[src/rtl/gt1_rom_loader_if.sv]
// Loader-side bus bundle: option-ROM fetch port plus the RAM-load
// valid/ready write channel.
interface gt1_rom_loader_if;
  logic [15:0] rom_address;
  logic [7:0]  rom_data;
  logic        wr_valid;
  logic        wr_ready;
  logic [15:0] wr_address;
  logic [7:0]  wr_data;

  modport master (
    output rom_address,
    input  rom_data,
    output wr_valid,
    input  wr_ready,
    output wr_address,
    output wr_data
  );

  modport slave (
    input  rom_address,
    output rom_data,
    input  wr_valid,
    output wr_ready,
    input  wr_address,
    input  wr_data
  );
endinterface

[src/rtl/gt1_rom_loader.sv]
// Walks a GT1 image in the option ROM, replays each segment payload as RAM
// writes and captures the execution address from the terminator record.
module gt1_rom_loader #(
  parameter logic [15:0] ROM_BASE    = 16'd0,
  parameter logic [15:0] ROM_LAST    = 16'd9866,
  parameter int unsigned ROM_LATENCY = 1
) (
  input  logic             clock,
  input  logic             reset,
  input  logic             start,
  output logic             busy,
  output logic             done,
  output logic             error,
  output logic [15:0]      exec_address,
  gt1_rom_loader_if.master bus
);
  localparam logic [1:0] LAT = 2'(ROM_LATENCY);

  typedef enum logic [3:0] {
    IDLE, FETCH_HI, FETCH_LO, FETCH_LEN, DATA_FETCH, DATA_WRITE,
    EXEC_HI, EXEC_LO, DONE, ERROR
  } state_e;

  state_e      state_q, state_d;
  logic [15:0] ptr_q, ptr_d;
  logic [1:0]  wcnt_q, wcnt_d;
  logic        first_q, first_d;
  logic [7:0]  seg_hi_q, seg_hi_d;
  logic [7:0]  seg_lo_q, seg_lo_d;
  logic [8:0]  count_q, count_d;
  logic        wr_valid_q, wr_valid_d;
  logic [15:0] wr_addr_q, wr_addr_d;
  logic [7:0]  wr_data_q, wr_data_d;
  logic [15:0] exec_q, exec_d;
  logic        busy_q, busy_d, done_q, done_d, error_q, error_d;

  logic       fetching_s, out_of_range_s, byte_ok_s;
  logic [8:0] len_s;
  logic [9:0] seg_end_s;

  assign fetching_s     = (state_q == FETCH_HI) || (state_q == FETCH_LO) ||
                          (state_q == FETCH_LEN) || (state_q == DATA_FETCH) ||
                          (state_q == EXEC_HI) || (state_q == EXEC_LO);
  assign out_of_range_s = (ptr_q > ROM_LAST);
  // rom_data is trusted only once the address has been held for LAT cycles
  assign byte_ok_s      = fetching_s && !out_of_range_s && (wcnt_q == LAT);
  assign len_s          = (bus.rom_data == 8'd0) ? 9'd256 : {1'b0, bus.rom_data};
  assign seg_end_s      = {2'b00, seg_lo_q} + {1'b0, len_s};

  // Next-state, fetch sequencing and write-channel logic.
  always_comb begin
    state_d    = state_q;
    ptr_d      = ptr_q;
    wcnt_d     = wcnt_q;
    first_d    = first_q;
    seg_hi_d   = seg_hi_q;
    seg_lo_d   = seg_lo_q;
    count_d    = count_q;
    wr_valid_d = wr_valid_q;
    wr_addr_d  = wr_addr_q;
    wr_data_d  = wr_data_q;
    exec_d     = exec_q;

    if (fetching_s && !out_of_range_s && (wcnt_q != LAT)) begin
      wcnt_d = wcnt_q + 2'd1;
    end else if (byte_ok_s) begin
      wcnt_d = 2'd0;
      ptr_d  = ptr_q + 16'd1;
    end else begin
      wcnt_d = 2'd0;
    end

    case (state_q)
      IDLE, DONE, ERROR: begin
        if (start) begin
          state_d = FETCH_HI;
          ptr_d   = ROM_BASE;
          first_d = 1'b1;
        end else begin
          state_d = state_q;
        end
      end
      FETCH_HI, FETCH_LO, FETCH_LEN, DATA_FETCH, EXEC_HI, EXEC_LO: begin
        if (out_of_range_s) begin
          state_d = ERROR;
        end else if (!byte_ok_s) begin
          state_d = state_q;
        end else begin
          case (state_q)
            FETCH_HI: begin
              // a zero high byte only terminates after the first record
              if ((bus.rom_data == 8'd0) && !first_q) begin
                state_d = EXEC_HI;
              end else begin
                seg_hi_d = bus.rom_data;
                state_d  = FETCH_LO;
              end
            end
            FETCH_LO: begin
              seg_lo_d = bus.rom_data;
              state_d  = FETCH_LEN;
            end
            FETCH_LEN: begin
              if (seg_end_s > 10'd256) begin
                state_d = ERROR;
              end else begin
                count_d = len_s;
                state_d = DATA_FETCH;
              end
            end
            DATA_FETCH: begin
              wr_valid_d = 1'b1;
              wr_addr_d  = {seg_hi_q, seg_lo_q};
              wr_data_d  = bus.rom_data;
              state_d    = DATA_WRITE;
            end
            EXEC_HI: begin
              exec_d[15:8] = bus.rom_data;
              state_d      = EXEC_LO;
            end
            EXEC_LO: begin
              exec_d[7:0] = bus.rom_data;
              state_d     = DONE;
            end
            default: state_d = ERROR;
          endcase
        end
      end
      DATA_WRITE: begin
        if (bus.wr_ready) begin
          wr_valid_d = 1'b0;
          seg_lo_d   = seg_lo_q + 8'd1;
          count_d    = count_q - 9'd1;
          if (count_q == 9'd1) begin
            first_d = 1'b0;
            state_d = FETCH_HI;
          end else begin
            state_d = DATA_FETCH;
          end
        end else begin
          state_d = DATA_WRITE;
        end
      end
      default: state_d = ERROR;
    endcase
  end

  // Status flags follow the state being entered so they register with it.
  always_comb begin
    busy_d  = !((state_d == IDLE) || (state_d == DONE) || (state_d == ERROR));
    done_d  = (state_d == DONE);
    error_d = (state_d == ERROR);
  end

  // State and output registers with synchronous reset.
  always_ff @(posedge clock) begin
    if (reset) begin
      state_q    <= IDLE;
      ptr_q      <= ROM_BASE;
      wcnt_q     <= 2'd0;
      first_q    <= 1'b1;
      seg_hi_q   <= 8'd0;
      seg_lo_q   <= 8'd0;
      count_q    <= 9'd0;
      wr_valid_q <= 1'b0;
      wr_addr_q  <= 16'd0;
      wr_data_q  <= 8'd0;
      exec_q     <= 16'd0;
      busy_q     <= 1'b0;
      done_q     <= 1'b0;
      error_q    <= 1'b0;
    end else begin
      state_q    <= state_d;
      ptr_q      <= ptr_d;
      wcnt_q     <= wcnt_d;
      first_q    <= first_d;
      seg_hi_q   <= seg_hi_d;
      seg_lo_q   <= seg_lo_d;
      count_q    <= count_d;
      wr_valid_q <= wr_valid_d;
      wr_addr_q  <= wr_addr_d;
      wr_data_q  <= wr_data_d;
      exec_q     <= exec_d;
      busy_q     <= busy_d;
      done_q     <= done_d;
      error_q    <= error_d;
    end
  end

  assign bus.rom_address = ptr_q;
  assign bus.wr_valid    = wr_valid_q;
  assign bus.wr_address  = wr_addr_q;
  assign bus.wr_data     = wr_data_q;
  assign exec_address    = exec_q;
  assign busy            = busy_q;
  assign done            = done_q;
  assign error           = error_q;
endmodule

[src/flat_wrapper.sv]
// flat-port wrapper written by rule: the top's interface ports become plain ports
module gt1_rom_loader_flat 
#(
  parameter logic [15:0] ROM_BASE    = 16'd0,
  parameter logic [15:0] ROM_LAST    = 16'd9866,
  parameter int unsigned ROM_LATENCY = 1
)
  (clock, reset, start, busy, done, error, exec_address, bus_rom_address, bus_rom_data, bus_wr_valid, bus_wr_ready, bus_wr_address, bus_wr_data);
  gt1_rom_loader_if bus_i ();
  input  logic clock;
  input  logic reset;
  input  logic start;
  output logic busy;
  output logic done;
  output logic error;
  output logic [15:0] exec_address;
  output wire logic [$bits(bus_i.rom_address)-1:0] bus_rom_address;
  input wire logic [$bits(bus_i.rom_data)-1:0] bus_rom_data;
  output wire logic [$bits(bus_i.wr_valid)-1:0] bus_wr_valid;
  input wire logic [$bits(bus_i.wr_ready)-1:0] bus_wr_ready;
  output wire logic [$bits(bus_i.wr_address)-1:0] bus_wr_address;
  output wire logic [$bits(bus_i.wr_data)-1:0] bus_wr_data;
  assign bus_rom_address = bus_i.rom_address;
  assign bus_i.rom_data = bus_rom_data;
  assign bus_wr_valid = bus_i.wr_valid;
  assign bus_i.wr_ready = bus_wr_ready;
  assign bus_wr_address = bus_i.wr_address;
  assign bus_wr_data = bus_i.wr_data;
  gt1_rom_loader #(.ROM_BASE(ROM_BASE), .ROM_LAST(ROM_LAST), .ROM_LATENCY(ROM_LATENCY)) u_core (.clock(clock), .reset(reset), .start(start), .busy(busy), .done(done), .error(error), .exec_address(exec_address), .bus(bus_i));
endmodule
[config.mk]
export PLATFORM = sky130hd
export DESIGN_NAME = gt1_rom_loader_flat
export DESIGN_NICKNAME = d
export VERILOG_FILES = /design/src/rtl/gt1_rom_loader_if.sv /design/src/rtl/gt1_rom_loader.sv /design/src/flat_wrapper.sv
export SDC_FILE = /design/constraint.sdc
export NUM_CORES = 1
export LEC_CHECK = 0
export CAP_MARGIN = 10
export CORE_AREA = 2 2 92 94
export DETAILED_ROUTE_END_ITERATION = 16
export DIE_AREA = 0 0 94 96
export PLACE_DENSITY = 0.82
export SLEW_MARGIN = 20
export SYNTH_ARGS = -nofsm -noshare
export SYNTH_HDL_FRONTEND = slang
export SYNTH_SLANG_ARGS = --single-unit
[constraint.sdc]
create_clock -name clock -period 5.5 [get_ports clock]
set_input_delay 1.1 -clock clock [delete_from_list [all_inputs] [get_ports clock]]
set_output_delay 1.1 -clock clock [all_outputs]
set_load 0.005 [all_outputs]
== Yosys cells after proc, flatten, opt, wreduce, memory -nomap -nowiden ==
Index checks and enable logic that the tools add are counted.

* $add $sub $neg: 5
* $lt $le $gt $ge: 2
* Equal/unequal tests: 23
* Mux-type cells: 34
* Bitwise logic cells: 3
* Reduce and logical (&&, ||, !) cells: 30

{| class="wikitable"
|+ Operators with widths
! kind !! count
|-
| $mux W16 || 4
|-
| $mux W9 || 6
|-
| $mux W8 || 4
|-
| $pmux W4 S6 || 1
|-
| $pmux W9 S2 || 1
|-
| $add A16 B1 Y16 const B || 1
|-
| $eq A4 B3 Y1 const B || 4
|-
| $eq A4 B4 Y1 const B || 4
|-
| $gt A16 B14 Y1 const B || 1
|-
| $mux W4 || 4
|-
| $pmux W8 S2 || 1
|-
| $reduce_and A4 Y1 || 4
|-
| $reduce_and A5 Y1 || 3
|-
| $ne A2 B1 Y1 const B || 6
|-
| $pmux W4 S3 || 1
|-
| $add A8 B9 Y10 || 1
|-
| $gt A10 B9 Y1 const B || 1
|-
| $eq A9 B1 Y1 const B || 1
|-
| $mux W3 || 3
|-
| $sub A9 B1 Y9 const B || 1
|-
| $add A8 B1 Y8 const B || 1
|-
| $eq A4 B2 Y1 const B || 2
|-
| $logic_not A4 Y1 || 2
|-
| $logic_not A8 Y1 || 1
|-
| other kinds (15) || 39
|}

* Flip-flop bits (word level): 92
* Output and inout port bits: 60
* Word-level logic and storage cells: 112

== Longest topological paths before layout ==
Gate-level depths: netlist (run 1).

* Word-level depth: 15
* Mapped depth: 12

== Least setup slack after synthesis (run 1) ==
No wires, ideal clock.

* Kind: input to register
* Start point: in bus_rom_data[0]
* End point: reg u_core.count_q[4]
* Library setup time: 0.115 ns
* Data arrival time: 3.830 ns
* Slack: 1.556 ns
* Cell stages on the path: 10
* Cell sequence: ha_1 > fa_1 > a21o_1 > and4_4 > or3_1 > a2111o_1 > a32o_2 > o31ai_4 > a21boi_0 > o21a_1

* Word-level cells in the longest chain between the ends: 7
* Elaborated cells on any way between the ends: 11
* Classes of those cells: add/sub: 1; order compare: 1; eq/ne: 1; mux: 6; reduce/logical: 2

{| class="wikitable"
|+ Ends and longest elaborated chain
! element !! RTL line !! text
|-
| from (decl) || flat_wrapper.sv:18 || <nowiki>input wire logic [$bits(bus_i.rom_data)-1:0] bus_rom_data;</nowiki>
|-
| $logic_not A8 Y1 || gt1_rom_loader.sv:47 || <nowiki>assign len_s = (bus.rom_data == 8'd0) ? 9'd256 : {1'b0, bus.rom_data};</nowiki>
|-
| $mux W9 * || gt1_rom_loader.sv:47 ||
|-
| branches (longest 5 deep; another with $add A8 B9 Y10) || -- ||
|-
| to (signal assigned) || gt1_rom_loader.sv:179 || <nowiki>count_q <= count_d;</nowiki>
|-
| to (decl) || gt1_rom_loader.sv:30 || <nowiki>logic [8:0] count_q, count_d;</nowiki>
|}

Every way passes the cells marked *. The select of a mux whose other input is x is not followed.
A chain may end at the register's enable or synchronous reset.

== Worst setup path in the final report (run 1) ==
Ends and elaborated chain as after synthesis.

==> flow_metrics.env, run 1 <==
export IMPL_status="complete, no violations"
export IMPL_start_util_pct=56.39
export IMPL_max_freq_mhz=228.4
export IMPL_chipHeight_um=96
export IMPL_overflow=0
export IMPL_post_cts_buffers=0
export IMPL_seq_area_frac_synth_pct=40.56
export IMPL_grt_max_degree=69
export IMPL_switchingPower_mw=0.3244
export IMPL_yosysWarnings=0
export IMPL_ys_ff_latch=92
export IMPL_rsz0062_at_grt="no"
export IMPL_first_pass_iters=6
export IMPL_grt_antenna_before_repair=0
export IMPL_max_slew_margin_rel_pct=43.22
export IMPL_place_ws_ps=758.4
export IMPL_rows=33
export IMPL_dp_cells=701
export IMPL_grt_pass1_wl_mm=18.62
export IMPL_cp_slowest_stage_delay_ps=530
export IMPL_synth_commonest_cells="dfxtp_1 (92), nand2_1 (91), nor2_1 (66)"
export IMPL_synth_largest_area_cell="dfxtp_1"
export IMPL_nets=634
export IMPL_fp_dieArea_um2=9024
export IMPL_path_clk_slew_ps=100
export IMPL_cts_sinks=92
export IMPL_drv_cap=0
export IMPL_drcViolationCount=0
export IMPL_critPathRequiredTime_ps=5770
export IMPL_fin_crit_sh_pct=79.62
export IMPL_htreeDepth=3
export IMPL_ctsHoldBuffers=0
export IMPL_ios=72
export IMPL_hpwl_mm=8.024
export IMPL_crit_path_end_kind="flop"
export IMPL_synthArstFlopShare_pct=0
export IMPL_core_um2=8051
export IMPL_period_minus_slack_ps=4379
export IMPL_netlist_area_um2=4541
export IMPL_p_int_mw=0.9234
export IMPL_drt_wl_total_mm=11.45
export IMPL_setup_viol=0
export IMPL_synth_distinct_cells=66
export IMPL_regToRegSetupSlack_ps=1970
export IMPL_grtUsageTotal_pct=25.99
export IMPL_tightest_slew_ps=849.7
export IMPL_p_seq_share_pct=54.1
export IMPL_crit_path_max_fanout=9
export IMPL_fin_util_pct=68.35
export IMPL_crit_buf_inv=1
export IMPL_synthFlopType="dfxtp_1"
export IMPL_vias=4218
export IMPL_synth_edf_count=0
export IMPL_critPathKind="primary input to flop"
export IMPL_place_gp_congestion=0.9150
export IMPL_drtIter0Drc=211
export IMPL_slew_viol_final=0
export IMPL_clock_path_buffers=2
export IMPL_p_leak_nw=2.052
export IMPL_p_comb_share_pct=6.5
export IMPL_setup_ws_ps=1121
export IMPL_worst_path_dominant_cell_family="compound AO/OA/AOI/OAI gates"
export IMPL_grt_pass1_vias=3956
export IMPL_diodes=0
export IMPL_drive_gt1_share_pct=6.699
export IMPL_syn_area_per_cell_um2=8.286
export IMPL_detail_route_antenna_nets=0
export IMPL_io_buffer_count=71
export IMPL_worstPathCellList="clkdlybuf4s50_1 > ha_1 > fa_1 > a21o_1 > and4_4 > or3_1 > a2111o_1 > a32o_2 > o31ai_4 > a21boi_0 > o21a_1"
export IMPL_syn2layout_area_growth_pct=21.19
export IMPL_startpoint_type="primary input"
export IMPL_setup_tns_ps=0
export IMPL_syn_nets=575
export IMPL_fillers=651
export IMPL_hp_class="flop to flop"
export IMPL_clockRootBuffer="clkbuf_8"
export IMPL_yosysMostFrequentCell="dfxtp_1"
export IMPL_clockPowerShare_pct=39.4
export IMPL_cts_tree="done"
export IMPL_stdcell_count=717
export IMPL_die_x_um=94
export IMPL_netlist_top_cells_area="dfxtp_1 (41%), nand2_1 (7.5%), mux2i_1 (7.5%), nor2_1 (5.5%), a21oi_1 (4.8%)"
export IMPL_powerDensity_nw_per_um2=226.8
export IMPL_skew_ps=13.94
export IMPL_crit_path_top_delay_cell="o31ai_4"
export IMPL_max_vdd_ir_drop_v=0.0001668
export IMPL_numCtsBuffers=9
export IMPL_hold_viol_final=0
export IMPL_cts_resized=0
export IMPL_clk_insertion_delay_late_ps=370
export IMPL_wl_per_cell_um=15.96
export IMPL_switching_share_pct=26.00
export IMPL_arrival_ps=4650
export IMPL_avgViaCountPerCell=5.883
export IMPL_yosysTopAreaCellShare_pct=40.56
export IMPL_syn_instance_count=548
-- flip-flops by register name, summed over array words and instances, names as in the netlist, 2 cells and up --
register and count:
u_core.count_q 9, u_core.state_q 4, u_core.bus.wr_address 16, u_core.seg_lo_q 8, u_core.seg_hi_q 8, u_core.bus.wr_data 8, u_core.exec_address 16, u_core.wcnt_q 2
u_core.bus.rom_address 16
-- kinds of logic (layout without fill, tap and decap cells) --
logic type,Yosys count,count (layout),synth area share (%)
and+or+nand+nor,240,240,24.47
AOI/OAI and AO/OA,110,110,15.90
xor gates and xnor gates,15,15,2.893
muxes,35,35,7.743
DFF,92,92,40.56
adders and majority gates,15,15,4.299
buffers and inverters,41,105,4.133
-- layout make-up --
| cell class | instances | area, um^2 | share of cell area (%) |
|---|---|---|---|
| Clock buffer | 9 | 123.9 | 2.251 |
| Sequential cell | 92 | 1842 | 33.47 |
| Tap cell | 105 | 131.4 | 2.387 |
| Timing Repair Buffer | 77 | 750.7 | 13.64 |
| Clock inverter | 7 | 88.84 | 1.614 |
| Multi-Input combinational cell | 415 | 2521 | 45.82 |
| Inverter | 12 | 45.04 | 0.8186 |
-- metrics by stage --
step / power (mW) / hold WS (ps) / area (um^2)
floorplan: 0.7393 / 404.3 / 4541
global placement: 0.7674 / 412.5 / 5286
detailed placement: 0.7707 / 422.2 / 5290
CTS: 1.252 / 435.4 / 5503
global route: 1.294 / 456.0 / 5503
finish: 1.248 / 429.8 / 5503
-- layer usage --
| layer | GRT usage [%] | share of wire [%] |
|---|---|---|
| met5 | 0 | 0 |
| met1 | 32.50 | 43 |
| met4 | 9.179 | 1.7 |
| met2 | 43.81 | 47 |
| met3 | 6.500 | 7.7 |
-- placed cells by master (no fill, tap or decap), types with 5 or more instances in the layout --
cell type	count
a21oi_1	44
a22oi_1	6
and2_1	5
and3_1	5
buf_4	6
clkbuf_8	9
clkdlybuf4s50_1	70
dfxtp_1	92
ha_1	14
inv_1	12
mux2i_1	34
nand2_1	91
nand2b_1	5
nand3_1	15
nand4_1	7
nor2_1	66
nor3_1	13
nor3b_1	5
nor4_1	7
o21ai_0	17
o31ai_1	8
xnor2_1	10
xor2_1	5
-- power by group through the flow --
stage                     registers (mW)  logic (mW)  clock network, mW
after CTS                          0.675      0.0801              0.497
after floorplan                    0.688      0.0516                  0
final                              0.675      0.0813              0.491
after global placement             0.691      0.0769                  0
after global routing               0.676      0.0885              0.529
after detailed placement           0.691      0.0799                  0
-- worst paths after layout --
kind                                          from                end  cells past startpoint
worst max-delay path               bus_rom_data[0]  u_core.count_q[4]                     11
worst max register to register  u_core.seg_lo_q[0]  u_core.count_q[4]                     10
worst min register to register    u_core.wcnt_q[0]   u_core.wcnt_q[0]                      1
worst min-delay path              u_core.wcnt_q[0]   u_core.wcnt_q[0]                      1
Power figures use the tool's default switching activity.
==> run 2: changes to the inputs <==
Settings changed: CORE_AREA 2 2 92 94 to 2 2 100 102, DIE_AREA 0 0 94 96 to 0 0 102 104, PLACE_DENSITY 0.82 to 0.73.
Clock period 5.5 ns to 3.6 ns, I/O delays scaled along.
==> run 2 against run 1 <==
Against the previous run:
- sequential power grew 53%
- clock power grew 63%
- critical path depth is 2 higher
- hold slack better by 4.2 ps
- highest routed layer unchanged
==> flow_metrics.env, run 2 (same netlist as run 1, synthesis figures left out) <==
export IMPL_status="complete, no violations"
export IMPL_avgViaCountPerCell=5.503
export IMPL_slew_viol_final=0
export IMPL_multi_input_area_um2=2535
export IMPL_drtIter0Drc=238
export IMPL_fp_dieArea_um2=10610
export IMPL_max_freq_mhz=285.2
export IMPL_period_minus_slack_ps=3506
export IMPL_layout_common_cells="dfxtp_1 (92), nand2_1 (91), clkdlybuf4s50_1 (68)"
export IMPL_place_gp_congestion=0.9237
export IMPL_holdCritStartpoint="u_core.wcnt_q[0]"
export IMPL_regArea_um2=1842
export IMPL_switching_share_pct=24.06
export IMPL_drcViolationCount=0
export IMPL_diodes=0
export IMPL_start_util_pct=47.55
export IMPL_clk_insertion_delay_late_ps=360
export IMPL_r2r_end="u_core.count_q[4]"
export IMPL_hold_path_cell_count=1
export IMPL_core_um2=9549
export IMPL_clock_path_buffers=2
export IMPL_rr_worst_depth=12
export IMPL_drive_gt1_share_pct=11.53
export IMPL_max_vdd_ir_drop_v=0.0002386
export IMPL_fin_crit_sh_pct=97.40
export IMPL_htreeDepth=3
export IMPL_hp_class="flop to flop"
export IMPL_first_pass_iters=5
export IMPL_p_leak_nw=2.229
export IMPL_hold_viol_final=0
export IMPL_critPathKind="primary input to flop"
export IMPL_hpwl_mm=8.801
export IMPL_max_slew_margin_rel_pct=42.69
export IMPL_vias=4265
export IMPL_startpoint_type="primary input"
export IMPL_setup_tns_ps=0
export IMPL_clockPowerShare_pct=40.5
export IMPL_grt_pass1_wl_mm=19.93
export IMPL_min_to="u_core.wcnt_q[0]"
export IMPL_setup_viol=0
export IMPL_regToRegSetupSlack_ps=380
export IMPL_tightest_slew_ps=851.9
export IMPL_syn2layout_area_growth_pct=28.44
export IMPL_overflow=0
export IMPL_ctsHoldBuffers=0
export IMPL_switchingPower_mw=0.4757
export IMPL_drv_cap=0
export IMPL_detail_route_antenna_nets=0
export IMPL_wl_per_cell_um=15.87
export IMPL_grtUsageTotal_pct=23.47
export IMPL_p_int_mw=1.502
export IMPL_stdcell_count=775
export IMPL_rows=36
export IMPL_grt_pass1_vias=4107
export IMPL_io_buffer_count=71
export IMPL_path_clk_slew_ps=90
export IMPL_final_common_cell="dfxtp_1"
export IMPL_powerDensity_nw_per_um2=339.1
export IMPL_clockRootBuffer="clkbuf_8"
export IMPL_p_comb_share_pct=7.4
export IMPL_dp_cells=754
export IMPL_crit_path_max_fanout=4
export IMPL_rr_startpoint="u_core.seg_lo_q[0]"
export IMPL_nets=664
export IMPL_rsz0062_at_grt="no"
export IMPL_cts_tree="done"
export IMPL_ios=72
export IMPL_fillers=871
export IMPL_p_seq_share_pct=52.1
export IMPL_fin_util_pct=61.07
export IMPL_grt_max_degree=36
export IMPL_grt_antenna_before_repair=0
export IMPL_numCtsBuffers=9
export IMPL_critPathRequiredTime_ps=3860
export IMPL_chipHeight_um=104
export IMPL_drt_wl_total_mm=12.30
export IMPL_cts_sinks=92
export IMPL_crit_path_end_kind="flop"
export IMPL_arrival_ps=3770
export IMPL_die_x_um=102
export IMPL_skew_ps=10.57
-- run 2: how the worst max path moves through the flow --
stage	start	end	slack, ps	depth (start not counted)
after global placement	bus_rom_data[0]	u_core.count_q[5]	-470	12
after global routing	bus_rom_data[5]	u_core.count_q[0]	20	13
after detailed placement	bus_rom_data[0]	u_core.count_q[6]	-560	12
after CTS	bus_rom_data[1]	u_core.busy	4	11
after floorplan	bus_rom_data[0]	u_core.count_q[4]	40	10
final	bus_rom_data[0]	u_core.count_q[4]	90	13
-- run 2: power by group through the flow --
stage	clock (mW)	combinational (mW)	sequential [mW]
after floorplan	0	0.0789	1.05
after global placement	0	0.139	1.05
after detailed placement	0	0.142	1.05
after CTS	0.821	0.144	1.03
after global routing	0.857	0.158	1.03
final	0.800	0.147	1.03
-- run 2: layout make-up --
cell class,count,share of cell area [%]
clock buffers,10,2.360
clock inverters,6,1.652
inverters,12,0.7724
multi-input cells,415,43.47
flip-flops and latches,92,31.58
repair buffers,107,17.31
well taps,133,2.853
-- run 2: timing repair --
item | 4_1_cts | 5_1_grt
setup buffers | 4 | 0
resized for setup | 5 | 3
cloned | 1 | 0
setup endpoints to repair | 11 | 13
pin swaps | 3 | 0
-- run 2: worst max-delay path: stages --
cell,delay (ps)
dlygate4sd2_1,260
ha_2,190
fa_2,350
a21o_1,190
and4_4,190
or3_1,340
a2111o_1,430
a32o_2,280
o31ai_4,250
buf_4,190
buf_16,100
a21boi_0,80
o21a_1,190
-- run 2: per-layer routing --
layer,up-vias,part of all wire [%],global-route usage (%)
met5,-,0,0
met4,0,2.5,8.952
met3,28,7.4,5.108
met2,174,47,37.78
met1,1972,43,30.48
li1,2091,-,-
-- run 2: through the flow --
step                      hold slack (ps)  total power, mW  setup WS (ps)  instance area, um^2
after floorplan                     404.3            1.130          35.73                 4541
after global placement              413.3            1.193         -469.6                 5522
after detailed placement            426.9            1.197         -559.8                 5522
after CTS                           440.4            1.995          4.151                 5818
after global routing                461.4            2.047          21.09                 5832
final                               434.0            1.977          93.61                 5832
